[src/rtl/fx2_pkg.sv]
// Shared types and sizing helpers for the FX2 stream packer.
// Defining FX2_PKTEND_EN adds the PKTEND serialiser state.
package fx2_pkg;

    localparam int unsigned OVF_WIDTH = 16;

`ifdef FX2_PKTEND_EN
    typedef enum logic [1:0] {IDLE, SEND, PKTEND} ser_state_t;
`else
    typedef enum logic [0:0] {IDLE, SEND} ser_state_t;
`endif

    function automatic int unsigned byte_idx_width(input int unsigned w);
        return (w > 1) ? $clog2(w) : 1;
    endfunction

    function automatic int unsigned pkt_cnt_width(input int unsigned p);
        return (p > 1) ? $clog2(p) : 1;
    endfunction

endpackage

[src/rtl/fx2_word_fifo.sv]
// Single-clock word FIFO with registered full/empty flags.
module fx2_word_fifo #(
    parameter int unsigned WIDTH = 32,
    parameter int unsigned DEPTH = 16
) (
    input  logic             clk,
    input  logic             reset_n,
    input  logic             wr_en,
    input  logic [WIDTH-1:0] wr_data,
    input  logic             rd_en,
    output logic [WIDTH-1:0] rd_data,
    output logic             full,
    output logic             empty
);

    localparam int unsigned AW = $clog2(DEPTH);

    logic [WIDTH-1:0] mem [DEPTH];
    logic [AW-1:0]    wr_ptr;
    logic [AW-1:0]    rd_ptr;
    logic [AW:0]      count;
    logic [AW:0]      count_n;
    logic             do_wr;
    logic             do_rd;

    assign do_wr   = wr_en && !full;
    assign do_rd   = rd_en && !empty;
    assign rd_data = mem[rd_ptr];

    always_comb begin
        count_n = count;
        if (do_wr && !do_rd)
            count_n = count + 1'b1;
        else if (do_rd && !do_wr)
            count_n = count - 1'b1;
    end

    always_ff @(posedge clk) begin
        if (!reset_n) begin
            wr_ptr <= '0;
            rd_ptr <= '0;
            count  <= '0;
            full   <= 1'b0;
            empty  <= 1'b1;
        end else begin
            if (do_wr) wr_ptr <= wr_ptr + 1'b1;
            if (do_rd) rd_ptr <= rd_ptr + 1'b1;
            count <= count_n;
            full  <= (count_n == (AW + 1)'(DEPTH));
            empty <= (count_n == '0);
        end
    end

    always_ff @(posedge clk) begin
        if (do_wr) mem[wr_ptr] <= wr_data;
    end

endmodule

[src/rtl/fx2_stream_packer.sv]
// Buffers multi-channel sample words and writes them LSB-first as bytes to the FX2 slave FIFO.
// Optional short-packet commit (PKTEND) is enabled by defining FX2_PKTEND_EN.
module fx2_stream_packer
    import fx2_pkg::*;
#(
    parameter int unsigned NUM_CH       = 2,
    parameter int unsigned SAMPLE_WIDTH = 16,
    parameter int unsigned FIFO_DEPTH   = 16,
    parameter int unsigned PKT_BYTES    = 512
) (
    input  logic                             clk,
    input  logic                             reset_n,
    input  logic                             enable,
    input  logic [NUM_CH*SAMPLE_WIDTH-1:0]   in_data,
    input  logic                             in_valid,
    input  logic                             flush,
    input  logic                             fx2_full_n,
    output logic [7:0]                       fx2_fd,
    output logic                             fx2_slwrn,
    output logic                             fx2_pktendn,
    output logic [OVF_WIDTH-1:0]             ovf_count,
    output logic                             busy
);

    localparam int unsigned DW     = NUM_CH * SAMPLE_WIDTH;
    localparam int unsigned W      = DW / 8;
    localparam int unsigned KW     = byte_idx_width(W);
    localparam logic [KW-1:0] K_LAST = KW'(W - 1);

    ser_state_t           state, state_n;
    logic [W-1:0][7:0]    shreg;
    logic [KW-1:0]        k;
    logic                 pop;
    logic                 fifo_full;
    logic                 fifo_empty;
    logic [DW-1:0]        fifo_dout;
    logic                 fifo_wr;

`ifdef FX2_PKTEND_EN
    localparam int unsigned PW = pkt_cnt_width(PKT_BYTES);
    localparam logic [PW-1:0] PKT_LAST = PW'(PKT_BYTES - 1);
    logic [PW-1:0] pkt_bytes;
    logic          flush_pend;
    logic          flush_done;
`else
    logic          unused_flush;
    assign unused_flush = flush;
    assign fx2_pktendn  = 1'b1;
`endif

    assign fifo_wr = in_valid && enable && !fifo_full;

    fx2_word_fifo #(
        .WIDTH (DW),
        .DEPTH (FIFO_DEPTH)
    ) u_fifo (
        .clk     (clk),
        .reset_n (reset_n),
        .wr_en   (fifo_wr),
        .wr_data (in_data),
        .rd_en   (pop),
        .rd_data (fifo_dout),
        .full    (fifo_full),
        .empty   (fifo_empty)
    );

    always_ff @(posedge clk) begin
        if (!reset_n) state <= IDLE;
        else          state <= state_n;
    end

    always_comb begin
        state_n = state;
        pop     = 1'b0;
`ifdef FX2_PKTEND_EN
        flush_done = 1'b0;
`endif
        case (state)
            IDLE: begin
                if (!fifo_empty && fx2_full_n) begin
                    pop     = 1'b1;
                    state_n = SEND;
                end
`ifdef FX2_PKTEND_EN
                else if (flush_pend && fifo_empty) begin
                    // Nothing buffered: commit only if the packet is partially filled.
                    flush_done = 1'b1;
                    if (pkt_bytes != '0) state_n = PKTEND;
                end
`endif
            end
            SEND: begin
                if (k == K_LAST) begin
                    if (!fifo_empty && fx2_full_n) pop = 1'b1;
                    else                           state_n = IDLE;
                end
            end
`ifdef FX2_PKTEND_EN
            PKTEND: state_n = IDLE;
`endif
            default: state_n = IDLE;
        endcase
    end

    // Outputs are registered from the state, so bus activity trails the FSM by one clock.
    always_ff @(posedge clk) begin
        if (!reset_n) begin
            shreg     <= '0;
            k         <= '0;
            fx2_fd    <= '0;
            fx2_slwrn <= 1'b1;
            busy      <= 1'b0;
            ovf_count <= '0;
        end else begin
            if (pop) begin
                shreg <= fifo_dout;
                k     <= '0;
            end else if (state == SEND) begin
                k <= k + 1'b1;
            end
            if (state == SEND) fx2_fd <= shreg[k];
            fx2_slwrn <= (state != SEND);
            busy      <= !fifo_empty || (state != IDLE);
            if (in_valid && enable && fifo_full && ovf_count != '1)
                ovf_count <= ovf_count + 1'b1;
        end
    end

`ifdef FX2_PKTEND_EN
    always_ff @(posedge clk) begin
        if (!reset_n) begin
            pkt_bytes   <= '0;
            flush_pend  <= 1'b0;
            fx2_pktendn <= 1'b1;
        end else begin
            if (state == SEND)
                pkt_bytes <= (pkt_bytes == PKT_LAST) ? '0 : pkt_bytes + 1'b1;
            else if (state == PKTEND)
                pkt_bytes <= '0;
            if (flush)           flush_pend <= 1'b1;
            else if (flush_done) flush_pend <= 1'b0;
            fx2_pktendn <= (state != PKTEND);
        end
    end
`endif

endmodule

[config.mk]
export PLATFORM = sky130hd
export DESIGN_NAME = fx2_stream_packer
export DESIGN_NICKNAME = d
export VERILOG_FILES = /design/src/rtl/fx2_pkg.sv /design/src/rtl/fx2_word_fifo.sv /design/src/rtl/fx2_stream_packer.sv
export SDC_FILE = /design/constraint.sdc
export NUM_CORES = 1
export LEC_CHECK = 0
export BUFFER_PORTS_ARGS = -buffer_cell sky130_fd_sc_hd__buf_4
export CORE_ASPECT_RATIO = 1.2
export CORE_MARGIN = 2
export CORE_UTILIZATION = 55
export CTS_CLUSTER_DIAMETER = 120
export CTS_CLUSTER_SIZE = 20
export DETAILED_ROUTE_END_ITERATION = 8
export PLACE_DENSITY_LB_ADDON = 0.08
export SYNTH_ARGS = -nofsm -noshare
export SYNTH_HDL_FRONTEND = slang
export SYNTH_HIERARCHICAL = 1
export SYNTH_SLANG_ARGS = --single-unit
[constraint.sdc]
create_clock -name clk -period 2.9 [get_ports clk]
set_input_delay 0.58 -clock clk [delete_from_list [all_inputs] [get_ports clk]]
set_output_delay 0.58 -clock clk [all_outputs]
set_load 0.05 [all_outputs]
==> results_dict.tcl <==
set metrics [dict create \
    synth.avg_cell_area_um2 20.6 \
    holdBufCountCts 0 \
    synth_cells 1111 \
    grt_max_degree 49 \
    hp-class "primary input to register" \
    fin_setup_tns_ps 0 \
    vias 10900 \
    finalHoldViolations 0 \
    clkTransAtPathRegs_ps 80 \
    synth-compound-area-share 0.0171 \
    drive_gt1_frac 0.253 \
    cts_resized 0 \
    initial_core_util 0.559 \
    worstPathCellList "ha_1, nand2b_1, nand2b_1, inv_1, and2b_1, nor2_1, a22oi_1, xnor2_1, o41ai_1" \
    critPathKind "register to register" \
    clock_path_buffers 3 \
    die_w_um 190 \
    worstMarginPinSlew_ps 718 \
    crit_fanout 7 \
    dp_hpwl_um 27100 \
    grt_pass1_vias 10700 \
    pwr_density_cell_mw_per_mm2 597 \
    cts_max_level 2 \
    core_region_area_mm2 0.0409 \
    r2r.worst_path.cells 9 \
    power_mw 15.1 \
    cts_root_buffer "clkbuf_16" \
    syn_to_final_growth_pct 10.8 \
    port_buffers 62 \
    arrival_ps 2780 \
    maxSlewViolCount 0 \
    status "finished, final reports clean" \
    antenna_found_initial 0 \
    ys_ff_latch 592 \
    detail_route.wl_per_cell_um 27.3 \
    holdPathStages 1 \
    ys_types 49 \
    grt_overflow 0 \
    ant_nets 0 \
    syn_area_mm2 0.0229 \
    yosysSeqAreaShare 0.741 \
    cts_setup_buffers 0 \
    drc 0 \
    finClkSkew_ps 15.9 \
    p_leak_nw 7.87 \
    pin_count 65 \
    fmax_ghz 0.423 \
    initialDrtViolationCount 877 \
    grt_setup_unrepaired "no" \
    clock_latency_ps 540 \
    crit_path_start_kind "register" \
    synth_xor_area_frac 0.00344 \
    rows 81 \
    setup_violations 0 \
    muxShareOfSynthArea 0.177 \
    grt_pass1_wl_um 70700 \
    gp_congestion 0.827 \
    antennaDiodeCount 0 \
    cts.sinks 592 \
    first_pass_iters 5 \
    finalCritPeriodShare 0.815 \
    ir_drop_mv 0.515 \
    synth_fp_nets 1158 \
    critPathMaxStageDelay_ps 460 \
    cts_tree "done" \
    period_needed_ps 2360 \
    max_cap_violations 0 \
    synth_fa_ha_area_frac 0.00492 \
    cp_slowest_cell "o41ai_1" \
    cts_inserted_buffers 35 \
    slew_headroom 0.522 \
    via_per_inst 6.18 \
    crit_top_cell "nand2b_1" \
    finalCoreUtilization 0.620 \
    die_area_mm2 0.0433 \
    yosysWarnings 6 \
    synth-simple-area-share 0.0407 \
    critPathCaptureType "register" \
    required_ps 3320 \
    grt_usage 0.228 \
    synth_top_family_by_area "multiplexers" \
    nets 1250 \
    die_h_um 228 \
    drt_wl_total_um 47900 \
]
-- per-stage QoR --
step	instances	instance area (um^2)	hold slack (ps)	setup WS (ps)
after floorplan	1111	22900	432	384
after global placement	1705	24400	444	476
after detailed placement	1705	24400	447	433
after CTS	1756	25400	296	586
after global routing	1756	25400	318	402
final	1756	25400	320	536
-- routing by layer --
| layer | up-vias | wire [um] | track usage |
|---|---|---|---|
| met4 | 0 | 881 | 0.0528 |
| li1 | 4723 | - | - |
| met2 | 254 | 23800 | 0.376 |
| met3 | 54 | 2220 | 0.0270 |
| met5 | - | 0 | 0 |
| met1 | 5825 | 21100 | 0.334 |
-- registers in the layout, summed over array words and instances, names as in the netlist, named ones only --
register / count
fx2_fd: 8
shreg: 32
u_fifo/rd_ptr: 4
u_fifo/wr_ptr: 4
u_fifo/empty: 1
u_fifo/mem: 512
fx2_slwrn: 1
u_fifo/count: 5
busy: 1
ovf_count: 16
k: 2
state: 1
u_fifo/full: 1
-- cell type report --
type / instances / area, um^2
sequential: 592 / 17000
fill: 2890 / 15600
multi-input combinational: 455 / 5580
timing repair buffer: 110 / 1110
clock buffer: 50 / 975
tap: 539 / 674
inverter: 9 / 33.8
clock inverter: 1 / 8.76
-- cells in the final DEF, fill, tap and decap left out, types with 16 or more instances in the layout --
master,count
clkbuf_16,37
mux4_1,32
buf_12,23
a21oi_1,42
nand2_1,85
dfxtp_1,76
mux4_2,136
buf_4,87
nor2_1,22
and2_2,16
edfxtp_1,512
-- kinds of logic after synthesis --
logic type               count (synthesis)
buffers and inverters                   64
other                                    1
AND/OR/NAND/NOR                        187
flip-flops                             592
AO/OA/AOI/OAI                           67
multiplexers                           182
XOR/XNOR                                 9
adder cells (fa/ha/maj)                  9
-- worst max-delay path, delay by kind of cell, from the launching register on --
kind | cells | cell delay [ps]
xor+xnor | 1 | 210
flops | 1 | 320
compound gates | 2 | 630
buf+inv | 1 | 70
fa+ha+maj | 1 | 180
simple gates | 4 | 820
-- final timing paths --
kind	startpoint	slack, ps	endpoint
worst min register to register	shreg[10]	460	shreg[10]
worst max-delay path	k[0]	540	u_fifo/empty
worst max register to register	k[0]	540	u_fifo/empty
worst min-delay path	in_data[27]	320	u_fifo/mem[12][27]
-- report_power, final --
| group | internal (mW) | leakage (nW) | total, mW | switching, mW |
|---|---|---|---|---|
| registers | 9.33 | 5.26 | 9.39 | 0.0576 |
| logic | 0.379 | 2.13 | 0.845 | 0.466 |
| clock network | 2.35 | 0.476 | 4.91 | 2.57 |
| total | 12.1 | 7.87 | 15.1 | 3.09 |
-- cell usage after synthesis (all sizes together) --
cell,count,area share
a31oi,2,0.00055
mux2i,13,0.0057
nand2,85,0.014
and4,1,0.00038
nor3,4,0.00087
nand2b,9,0.0025
and3,6,0.0016
nor2,22,0.0036
and2,26,0.0071
o311a,2,0.00093
dfxtp,80,0.070
clkinv,1,0.00016
o211ai,2,0.00066
o41ai,2,0.00077
nor4b,4,0.0015
or3,4,0.0011
mux2,1,0.00049
o31ai,5,0.0016
conb,1,0.00016
o21ai,5,0.0011
buf,25,0.0092
edfxtp,512,0.67
or4,5,0.0016
inv,8,0.0013
and2b,1,0.00033
nor3b,1,0.00033
a211oi,2,0.00066
a22oi,2,0.00066
a21oi,42,0.0092
clkbuf,30,0.0050
nor2b,1,0.00027
nor4,5,0.0014
ha,9,0.0049
a21boi,2,0.00066
xnor2,9,0.0034
nand3,7,0.0015
mux4,168,0.17
nand4,6,0.0026
o21bai,1,0.00033
(Power assumes the default switching activity.)
